===== config.mk =====
export PLATFORM = sky130hd
export DESIGN_NAME = rmii_rx_deframe
export DESIGN_NICKNAME = d
export VERILOG_FILES = /design/src/rtl/rmii_rx_deframe.sv
export SDC_FILE = /design/constraint.sdc
export NUM_CORES = 1
export LEC_CHECK = 0
export ABC_AREA = 1
export CORE_MARGIN = 4
export CORE_UTILIZATION = 54
export DETAILED_ROUTE_END_ITERATION = 10
export GPL_ROUTABILITY_DRIVEN = 0
export HOLD_SLACK_MARGIN = 0.12
export PLACE_DENSITY = 0.85
export SLEW_MARGIN = 5
export SYNTH_ARGS = -nofsm -noshare
export SYNTH_HDL_FRONTEND = slang
export SYNTH_SLANG_ARGS = --single-unit

===== constraint.sdc =====
create_clock -name clk -period 2.1 [get_ports clk]
set_input_delay 0.315 -clock clk [delete_from_list [all_inputs] [get_ports clk]]
set_output_delay 0.315 -clock clk [all_outputs]
set_load 0.01 [all_outputs]

===== src/rtl/rmii_rx_deframe.sv =====
// RMII receive deframer: strips preamble and SFD from the PHY dibit stream and
// forwards a gap-free frame body to eth_rx, with saturating frame/error counters.
//
// state    | meaning
// ---------+------------------------------------------------------------------
// IDLE     | waiting for the first 01 preamble dibit (00 dibits are ignored)
// PREAMBLE | counting 01 dibits, waiting for the 11 SFD
// BODY     | forwarding body dibits to eth_rx, checking length and alignment
// DISCARD  | dropping the rest of a bad or partial frame until carrier ends
module rmii_rx_deframe #(
    parameter int MIN_PREAMBLE_DIBITS = 8,
    parameter int MAX_FRAME_DIBITS    = 6088,
    parameter int STAT_WIDTH          = 16
) (
    input  logic                  clk,
    input  logic                  rst,
    input  logic                  crs_dv,
    input  logic [1:0]            rxd,
    output logic                  outclk,
    output logic [1:0]            out,
    output logic                  done,
    output logic                  err,
    output logic [STAT_WIDTH-1:0] frame_cnt,
    output logic [STAT_WIDTH-1:0] err_cnt
);

    localparam int PW = $clog2(MIN_PREAMBLE_DIBITS + 1);
    localparam int BW = $clog2(MAX_FRAME_DIBITS + 1);
    localparam logic [PW-1:0] PRE_LOAD  = PW'(MIN_PREAMBLE_DIBITS - 1);
    localparam logic [BW-1:0] BODY_LOAD = BW'(MAX_FRAME_DIBITS);

    typedef enum logic [1:0] {
        IDLE     = 2'd0,
        PREAMBLE = 2'd1,
        BODY     = 2'd2,
        DISCARD  = 2'd3
    } state_t;

    state_t        state, state_nxt;
    logic          d1_dv, d2_dv;
    logic [1:0]    d1_rxd, d2_rxd;
    logic          first_cyc;
    logic [PW-1:0] pre_left, pre_left_nxt;
    logic [BW-1:0] body_left, body_left_nxt;
    logic [1:0]    body_phase, body_phase_nxt;
    logic          valid;
    logic          eoc;

    always_ff @(posedge clk or posedge rst) begin
        if (rst) begin
            d1_dv  <= 1'b0;
            d1_rxd <= 2'b00;
            d2_dv  <= 1'b0;
            d2_rxd <= 2'b00;
        end else begin
            d1_dv  <= crs_dv;
            d1_rxd <= rxd;
            d2_dv  <= d1_dv;
            d2_rxd <= d1_rxd;
        end
    end

    // A d2 dibit with dv low is still data if dv returns next cycle: PHYs
    // toggle CRS_DV at end of carrier while the FIFO drains.
    assign valid = d2_dv | d1_dv;
    assign eoc   = ~d1_dv & ~crs_dv;
    assign out   = d2_rxd;

    always_ff @(posedge clk or posedge rst) begin
        if (rst) begin
            state      <= IDLE;
            first_cyc  <= 1'b1;
            pre_left   <= '0;
            body_left  <= '0;
            body_phase <= 2'd0;
        end else begin
            state      <= state_nxt;
            first_cyc  <= 1'b0;
            pre_left   <= pre_left_nxt;
            body_left  <= body_left_nxt;
            body_phase <= body_phase_nxt;
        end
    end

    always_comb begin
        state_nxt      = state;
        pre_left_nxt   = pre_left;
        body_left_nxt  = body_left;
        body_phase_nxt = body_phase;
        outclk         = 1'b0;
        done           = 1'b0;
        err            = 1'b0;

        if (first_cyc) begin
            // Released into live carrier: we joined mid-frame, so skip it.
            state_nxt = crs_dv ? DISCARD : IDLE;
        end else begin
            case (state)
                IDLE: begin
                    if (valid) begin
                        case (d2_rxd)
                            2'b00: state_nxt = IDLE;
                            2'b01: begin
                                state_nxt    = PREAMBLE;
                                pre_left_nxt = PRE_LOAD;
                            end
                            default: begin
                                err       = 1'b1;
                                state_nxt = DISCARD;
                            end
                        endcase
                    end
                end

                PREAMBLE: begin
                    if (eoc) begin
                        err       = 1'b1;
                        state_nxt = DISCARD;
                    end else if (valid) begin
                        case (d2_rxd)
                            2'b01: begin
                                if (pre_left != '0) begin
                                    pre_left_nxt = pre_left - PW'(1);
                                end
                            end
                            2'b11: begin
                                if (pre_left == '0) begin
                                    state_nxt      = BODY;
                                    body_left_nxt  = BODY_LOAD;
                                    body_phase_nxt = 2'd0;
                                end else begin
                                    err       = 1'b1;
                                    state_nxt = DISCARD;
                                end
                            end
                            default: begin
                                err       = 1'b1;
                                state_nxt = DISCARD;
                            end
                        endcase
                    end
                end

                BODY: begin
                    if (valid) begin
                        outclk         = 1'b1;
                        body_left_nxt  = body_left - BW'(1);
                        body_phase_nxt = body_phase + 2'd1;
                        // End of carrier takes priority over the length limit.
                        if (eoc) begin
                            done      = (body_phase == 2'd3);
                            err       = (body_phase != 2'd3);
                            state_nxt = IDLE;
                        end else if (body_left == BW'(1)) begin
                            err       = 1'b1;
                            state_nxt = DISCARD;
                        end
                    end else if (eoc) begin
                        state_nxt = IDLE;
                    end
                end

                DISCARD: begin
                    if (eoc) begin
                        state_nxt = IDLE;
                    end
                end

                default: state_nxt = IDLE;
            endcase
        end
    end

    always_ff @(posedge clk or posedge rst) begin
        if (rst) begin
            frame_cnt <= '0;
            err_cnt   <= '0;
        end else begin
            if (done && (frame_cnt != '1)) begin
                frame_cnt <= frame_cnt + STAT_WIDTH'(1);
            end
            if (err && (err_cnt != '1)) begin
                err_cnt <= err_cnt + STAT_WIDTH'(1);
            end
        end
    end

endmodule


==> metrics <==
outcome completed; Req. time, crit path 1.78 ns; Vias 3238; clock share of power 27.8%; net count after synthesis 431; top-area cell type share of the netlist area 43.95%; # port buffers 41; Die ar. 7547 µm²; minimum clock period after layout 2.054 ns; global-route wire length before repair 13.19 mm; register share of total power 39.1%; core area 5991 µm²; Layout Nets 513; NetSw 1.464 mW; DRC 0; Max stage delay on crit path 0.39 ns; Net Sw Frac 35.31%; Crit Path Max Fanout 3; Critical Path AT 1.74 ns; Setup crit end kind output port; combinational power share 33.1%; Leakage 2.014 nW; Ports 42; H-tree levels 3; mean area per synthesized cell 7.999 µm²; Largest delay share family, worst path flip-flops; Initial Utilization 56.08%; design area 4375 µm²; Hold Fails Final Rpt 0; Die X-Extent 86.88 µm; Synth-to-Final Area Change 30.24%; commonest non-fill, non-tap cell in the layout nand2_1; Synth Cell Area 3359 µm²; Buf+Inv Stages, Crit Path 3; Post-Route Skew 0.007754 ns; post-synth cell types 38; Vias/cell 5.564; FMAX 486.9 MHz; CTS max path bufs 2; First-pass DRT Iterations 4; Tot GR Track Use 22.34%; final WL 8.181 mm; number of global-route vias before repair 2953; sequential share of the synthesized area 44.73%; Hold WS 0.2175 ns; total power 4.148 mW; DPL Wire Length 5.712 mm; placed inst area 4091 µm²; Syn Inst Count 420; top cells by area, synth dfrtp_1 44%, nand2_1 13%, nor2_1 4.9%; 1st-iter DRT viols 248; post-route ant nets 0; dominant cell type by area after synthesis dfrtp_1; Worst Setup Start Kind register; Final period util 97.80%; FF+latch count, synth 60; RSZ-0062 raised after global routing yes; grt ovf 0; hold_buf cts 0; Slew Viols, Final 0; final setup violation count 0; Max VDD drop 736.4 µV; layout cells sized above 1 17.95%; n_diodes 0; CTS clk-pin slew, worst paths 0.07 ns; initial antenna violation count 0; wire per inst 14.06 µm; crit-path cells inv_2 -> ha_1 -> inv_1 -> nor2_2 -> nand4_1 -> a31oi_2 -> a21oi_2 -> buf_2; Num CTS Buffers 9; most frequent cells in the layout 115 x nand2_1, 57 x dfrtp_1, 40 x nor2_1, 38 x clkdlybuf4s50_1, 35 x buf_4; die height 86.88 µm; YS warnings 0; fillers 412; R2R Setup Slk 0.14 ns; hold crit path type primary input to asynchronous set/reset pin; CTS sink count 60; max cap viols 0; clock root buffer clkbuf_8; P_int 2.683 mW; largest net degree at the start of global routing 32; Clk Latency, worst-skew pair 0.35 ns; CTS tree yes; critical path class register to output port; std cell rows 28; Slowest-stage cell, CP dfrtp_1; Power Density 947.9 nW/µm²
[power groups by stage]
stage          combinational (mW)  sequential [mW]  clock (mW)
3_5_place_dp                 1.30             1.61           0
2_1_floorplan               0.712             1.63           0
6_report                     1.37             1.62        1.15
5_1_grt                      1.51             1.65        1.23
3_3_place_gp                 1.26             1.61           0
4_1_cts                      1.32             1.61        1.16
[metal layers]
metal / GRT usage [%] / vias up / part of all wire, % / wire, µm
met5: 0 / - / 0 / 0
met4: 10.34 / 0 / 1.6 / 132
met2: 34.02 / 108 / 47 / 3870
li1: - / 1559 / - / -
met1: 30.07 / 1555 / 46 / 3739
met3: 5.393 / 16 / 5.3 / 437
[worst paths after layout]
| path | cells past startpoint | start | end |
|---|---|---|---|
| max | 8 | pre_left[0] | err |
| min | 2 | rst | err_cnt[1] |
| max reg2reg | 12 | pre_left[0] | err_cnt[8] |
| min reg2reg | 0 | d1_rxd[0] | out[0] |
| max in group asynchronous | 3 | rst | state[1] |
| min in group clk | 0 | d1_rxd[0] | out[0] |
[stage by stage]
step | setup slack (ns) | instances | utilization [%] | TNS [ns]
finish | 0.04613 | 582 | 73.04 | 0
global route | -0.04176 | 582 | 73.04 | -0.04176
CTS | -0.1378 | 579 | 71.99 | -0.1378
detailed placement | -0.2050 | 563 | 68.30 | -0.6464
global placement | -0.1725 | 563 | 68.30 | -0.3964
floorplan | 0.3020 | 420 | - | 0
[state kept, by name, indices dropped and copies added (netlist names)]
name and cells:
d2_dv 1, err_cnt 16, frame_cnt 16, d1_rxd 2, body_phase 2, out 2
state 2, first_cyc 1, body_left 13, pre_left 4, d1_dv 1
[logic make-up (layout without fill, tap and decap cells)]
| group | count (synthesis) | after routing | share of synthesized area [%] |
|---|---|---|---|
| AOI/OAI and AO/OA | 38 | 38 | 6.369 |
| xor gates and xnor gates | 27 | 27 | 7.039 |
| adders and majority gates | 6 | 6 | 2.235 |
| buffers and inverters | 46 | 132 | 5.549 |
| DFF | 60 | 60 | 44.73 |
| muxes | 1 | 1 | 0.2980 |
| other | 1 | 1 | 0.1116 |
| and+or+nand+nor | 241 | 242 | 33.67 |
[final cells by class]
class,count,area [µm²],share of cell area [%]
multi-input cells,315,1725,39.43
well taps,75,93.84,2.145
clock inverters,6,88.84,2.030
inverters,39,148.9,3.403
clock buffers,10,127.6,2.917
repair buffers,77,685.7,15.67
flip-flops and latches,60,1505,34.40
[Yosys cell counts]
library cell,n
nor3_2,2
a21boi_0,1
o21a_1,1
a22oi_1,1
clkinv_1,1
nor4_1,6
ha_1,6
o211ai_1,2
nor2_2,2
o21ai_0,10
nor3_1,6
buf_4,1
a21oi_1,7
nand2_1,116
nor2_4,2
nand3_4,2
buf_6,1
nand2_2,5
nand3_2,1
inv_1,32
a211oi_1,1
o31ai_1,3
o21ai_1,11
nor2_1,44
nand3_1,23
dfstp_2,1
clkbuf_1,3
nand3b_1,5
nand4_1,25
inv_2,6
buf_2,2
nand2_4,2
a31oi_1,1
mux2i_1,1
xor2_1,10
dfrtp_1,59
conb_1,1
xnor2_1,17
[what timing repair did]
item | CTS | global route
endpoints found under the setup margin | 3 | 22
pin swaps | 0 | 4
resized for setup | 7 | 16
setup buffers | 0 | 2
gates cloned | 0 | 1
[worst reg2reg max path: cells and delay by family (launching register included)]
family                     cells  cell delay (ns)
AOI/OAI and AO/OA              1             0.24
adders and majority gates      1             0.14
buffers and inverters          5             0.56
DFF                            1             0.39
and+or+nand+nor                5             0.54
Note: power is estimated with default switching activity, not from simulation.
